**src/rtl/serial_adder.sv**
```systemverilog
// Bit-serial WIDTH-bit adder: one full-add cell plus a carry flip-flop,
// consuming one operand bit per clock, LSB first, framed by start/busy/done.
module serial_adder #(
    parameter int WIDTH = 8
) (
    input  logic             clk,
    input  logic             rst_n,
    input  logic             start,
    input  logic [WIDTH-1:0] a,
    input  logic [WIDTH-1:0] b,
    input  logic             cin,
    output logic             busy,
    output logic             done,
    output logic [WIDTH-1:0] sum,
    output logic             cout,
    output logic             ovf
);

    localparam int CW = (WIDTH > 1) ? $clog2(WIDTH) : 1;
    localparam logic [CW-1:0] LAST_BIT = CW'(WIDTH - 1);

    typedef enum logic [1:0] {
        IDLE = 2'd0,
        RUN  = 2'd1,
        DONE = 2'd2
    } state_t;

    state_t           state;
    logic [WIDTH-1:0] a_reg;
    logic [WIDTH-1:0] b_reg;
    logic [WIDTH-1:0] res_reg;
    logic [CW-1:0]    bit_cnt;
    logic             carry;

    logic             bit_sum;
    logic             carry_next;
    logic [WIDTH-1:0] res_next;

    // The single full-add cell working on the current LSBs and the stored carry
    assign bit_sum    = a_reg[0] ^ b_reg[0] ^ carry;
    assign carry_next = (a_reg[0] & b_reg[0]) | (a_reg[0] & carry) | (b_reg[0] & carry);
    assign res_next   = {bit_sum, res_reg[WIDTH-1:1]};

    // Handshake FSM, operand/result shifting and registered result outputs
    always_ff @(posedge clk) begin
        if (!rst_n) begin
            state   <= IDLE;
            a_reg   <= '0;
            b_reg   <= '0;
            res_reg <= '0;
            bit_cnt <= '0;
            carry   <= 1'b0;
            busy    <= 1'b0;
            done    <= 1'b0;
            sum     <= '0;
            cout    <= 1'b0;
            ovf     <= 1'b0;
        end else begin
            case (state)
                IDLE, DONE: begin
                    done <= 1'b0;
                    if (start) begin
                        a_reg   <= a;
                        b_reg   <= b;
                        carry   <= cin;
                        res_reg <= '0;
                        bit_cnt <= '0;
                        busy    <= 1'b1;
                        state   <= RUN;
                    end else begin
                        state <= IDLE;
                    end
                end
                RUN: begin
                    a_reg   <= a_reg >> 1;
                    b_reg   <= b_reg >> 1;
                    res_reg <= res_next;
                    carry   <= carry_next;
                    bit_cnt <= bit_cnt + 1'b1;
                    if (bit_cnt == LAST_BIT) begin
                        state <= DONE;
                        busy  <= 1'b0;
                        done  <= 1'b1;
                        sum   <= res_next;
                        cout  <= carry_next;
                        ovf   <= carry ^ carry_next;
                    end
                end
                default: begin
                    state <= IDLE;
                    busy  <= 1'b0;
                    done  <= 1'b0;
                end
            endcase
        end
    end

endmodule

```
**config.mk**
```make
export PLATFORM = sky130hd
export DESIGN_NAME = serial_adder
export DESIGN_NICKNAME = d
export VERILOG_FILES = /design/src/rtl/serial_adder.sv
export SDC_FILE = /design/constraint.sdc
export NUM_CORES = 1
export LEC_CHECK = 0
export BUFFER_PORTS_ARGS = -buffer_cell sky130_fd_sc_hd__buf_2
export CORE_ASPECT_RATIO = 1.5
export CORE_MARGIN = 2
export CORE_UTILIZATION = 35
export CTS_BUF_LIST = sky130_fd_sc_hd__clkbuf_8
export DETAILED_ROUTE_END_ITERATION = 6
export GPL_TIMING_DRIVEN = 0
export PLACE_DENSITY = 0.57
export SYNTH_ARGS = -nofsm -noshare
export SYNTH_HDL_FRONTEND = slang
export SYNTH_SLANG_ARGS = --single-unit
```
**constraint.sdc**
```tcl
create_clock -name clk -period 2.45 [get_ports clk]
set_clock_uncertainty 0.05 [all_clocks]
set_input_delay 0.49 -clock clk [delete_from_list [all_inputs] [get_ports clk]]
set_output_delay 0.49 -clock clk [all_outputs]
set_load 0.1 [all_outputs]
```
Word level (Yosys, flattened, before mapping). Cells that the tools add are included.

Register bits after elaboration: 42. Output and inout port bits: 12.

$add $sub $neg: 1. Eq/ne operators: 5. Mux-type cells: 16. Bitwise logic cells: 8. Reduce and logical (&&, ||, !) cells: 7.

Operator list (count): $pmux 8 s2 (3); $mux 8 (3); $reduce_and 2->1 (4); $pmux 3 s2 (1); $mux 1 (4); $ne 2x2->1 const B (2); $pmux 1 s2 (2); $pmux 2 s2 (1); $add 3x1->3 const B (1); $and 1x1->1 (3); $eq 3x3->1 const B (1); $mux 3 (1); $xor 1x1->1 (3); $eq 2x1->1 const B (1); $eq 2x2->1 const B (1); $logic_not 2->1 (1); $mux 2 (1); $or 1x1->1 (2); $reduce_bool 2->1 (1); $reduce_or 2->1 (1).

Logic depth before layout (Yosys ltp).
Depth in word-level cells: 4. Gate-level depth with buffers: 7. Gate-level depth less buffers: 5.

Least setup slack after synthesis. No wires, ideal clock.

Kind: reg-to-output. Start point: reg busy. End point: out busy. Data arrival time: 0.940 ns. Data required time: 1.910 ns. Slack: 0.970 ns. Stages on the path, launching flop included: 1. Buffers on the path: 0. Cells stage by stage: dfxtp_1.

RTL lines: start: declaration (RTL line 12) `output logic busy,`; start signal: assignment (RTL line 53) `busy <= 1'b0;`; start signal: assignment (RTL line 68) `busy <= 1'b1;`; start signal: assignment (RTL line 82) `busy <= 1'b0;`.

No word-level cell between the ends.

Worst setup path in the final report.
Start point: reg busy. End point: out busy.

No word-level cell between the ends.

==> impl_results.md <==
- HP Start: b_reg[3]$_SDFFE_PN0P_
- R2r setup slk: around 850 ps
- Hpwl dp: roughly 2.5 mm
- Routed len/inst: roughly 12 µm
- WHS Path Cells: 2
- Most frequent cells in the layout: dfxtp_1 (41), buf_2 (35), nand2_1 (29), a21boi_0 (19)
- Syn Nets: 210
- Post-CTS setup repair buffer count: 0
- Syn avg cell area: around 9.3 µm²
- Slew margin rel.: between 60% and 70%
- Reg2Reg Depth: 6
- Worst EP arrival: approximately 1100 ps
- Critical R2R Capture: ovf$_SDFFE_PN0P_
- CP delay by family, top: buffers and inverters
- Critical Path RT: around 1900 ps
- Critical path endpoint category: output pin
- WS Path Type: register to output pin
- Post-synth EDFFs: 0
- Clock transition at path regs: about 80 ps
- Max Cap Viol: 0
- Longest Clk Path Bufs: 2
- CTS tree: built
- Core area: roughly 4800 µm²
- Cell count after synthesis: 187
- Rows: 31
- Area occupied by multi-input gates: roughly 760 µm²
- Yosys reg bits: roughly 40
- Routability cong.: approximately 0.66
- Ant. Diodes: 0
- Tmin final: 1620 ps
- Antenna violations before repair: 0
- Via-per-instance ratio: ~4.7
- Final hold vios: 0
- Area after DPL: 1980 µm²
- Mux cell area share after synthesis: around 1.2%
- CP max-delay cell: buf_2
- Crit start category: register
- Pleak: between 0.0008 and 0.0009 µW
- Outcome: completed
- Cts-stage hold buffer count: 0
- Number of global-route vias before repair: ~1400
- Fraction of the mapped netlist area in adder cells: under 10%
- Tightest Hold Check Type: register to register
- Setup Viol. Count Final: 0
- Setup_tns: 0 ps
- Root Driver: clkbuf_8
- GRT Resource Usage Total: roughly 15%
- Critical Path Max Stage Delay: approximately 430 ps
- CTS sink count: 41
- Yosys warnings: 0
- RSZ-0062 raised after global routing: false
- CP Max Fanout: 3
- Buffers & Inverters on Critical Path: 1
- Top-Level Pins: 32
- Max Fclk: about 620 MHz
- Fillers: approximately 540
- CTS resizes: 0
- Synth Area in XOR/XNOR: less than 1%
- Fin nets: between 200 and 250
- Die H: 90.3 µm
- Distinct cell type count after synthesis: 30
- Fin. max-slew vios: 0
- CP Cell Sequence: buf_2
- Worst vdd ir: a little over 0.0004 V
- Layout cells sized above 1: approximately 27%
- End of the worst hold path: b_reg[3]$_SDFFE_PN0P_
- Top FF cell, synth: dfxtp_1
- Final core utilization: a little over two fifths
- Fin crit share: between 60% and 70%
- P per Cell Area: 664 nW/µm²
- Reg-to-Reg Start: bit_cnt[0]$_SDFFE_PN0P_
- Largest family of logic cells by synthesized area: compound AO/OA/AOI/OAI gates
- H-tree Lvls: 2
- Commonest non-fill, non-tap cell in the layout: dfxtp_1
- Synth Area in Simple Gates: 14.8%
- FF/Latch Area: ~820 µm²
- Post-route cell area: between 2000 and 2500 µm²
- Clk_lat worst skew: ~300 ps
- Die W: about 62 µm
- Die Area: about 5600 µm²
- Async set-or-reset flop fraction in the synthesized netlist: 0%
- Number of port buffers: 31
- DR pass1 iterations: 4
- Register area share after synthesis: 47.2%
- Pin count of the biggest net entering global routing: 14
- Number of antenna-violating nets in the routed design: 0
- Number of buffers created by CTS: 5
- DR vias: approximately 1400
- DR DRC count: 0
- Slew at the pin with the worst max-slew slack: 477 ps
- Total gr overflow: 0
- WL final: 3.56 mm
- Starting Density: 36.2%
- Synth Area in Compound Gates: between 20% and 30%
- Area Overhead vs Synth: 19.2%
- First-pass GRT wire length: approximately 6.4 mm
- Mapped Area: 1740 µm²
- Initial drt markers: 27
-- report_power, final --
part	switching (µW)	internal (µW)
combinational	104	80.4
sequential	20.4	700
clock	242	228
total	367	1010
-- synthesized netlist by cell type (all sizes together), types with 2 or more instances --
cell,instances,share of area (%)
a21boi,19,8.2
a21oi,15,6.5
and2,5,1.9
buf,11,4.8
clkbuf,4,0.86
dfxtp,41,47
ha,2,1.4
inv,15,3.2
mux2i,2,1.2
nand2,29,6.3
nand2b,2,1.2
nand3,11,3.2
nor2,3,0.65
o21ai,4,1.2
o221ai,15,7.6
-- area by class of cell --
cell class              count  share of cell area [%]
flip-flops and latches     41                    39.6
multi-input cells         116                    36.8
repair buffers             31                    7.48
plain buffers              15                    4.77
clock buffers               6                    3.98
well taps                  66                    3.98
inverters                  15                    2.72
clock inverters             2                   0.664
-- cells by family (layout without fill, tap and decap cells) --
group / Yosys count / count (layout)
compound gates: 56 / 56
simple gates: 54 / 54
flops: 41 / 41
buf+inv: 30 / 69
fa+ha+maj: 3 / 3
mux: 2 / 2
xor+xnor: 1 / 1
-- worst max-delay path by stage --
stage	depth (start not counted)	endpoint	start
2_1_floorplan	0	busy	busy$_SDFFE_PN0P_
3_3_place_gp	6	ovf$_SDFFE_PN0P_	bit_cnt[0]$_SDFFE_PN0P_
3_5_place_dp	6	ovf$_SDFFE_PN0P_	bit_cnt[0]$_SDFFE_PN0P_
4_1_cts	1	busy	busy$_SDFFE_PN0P_
5_1_grt	6	sum[1]$_SDFFE_PN0P_	bit_cnt[0]$_SDFFE_PN0P_
6_report	1	busy	busy$_SDFFE_PN0P_
-- routing by layer --
metal  routed length, µm  GRT usage (%)
met1                1560           19.3
met4                  75           5.85
met3                 141           4.01
met2                1780           23.4
met5                   0              0
-- metrics by stage --
stage          instances  hold WS [ps]  total power (µW)  worst slack (ps)
2_1_floorplan        187           375               872               970
6_report             292           398              1380               835
4_1_cts              292           402              1400               814
3_5_place_dp         284           390               924               852
5_1_grt              292           421              1450               682
3_3_place_gp         284           386               923               858
Note: power is estimated with default switching activity, not from simulation.
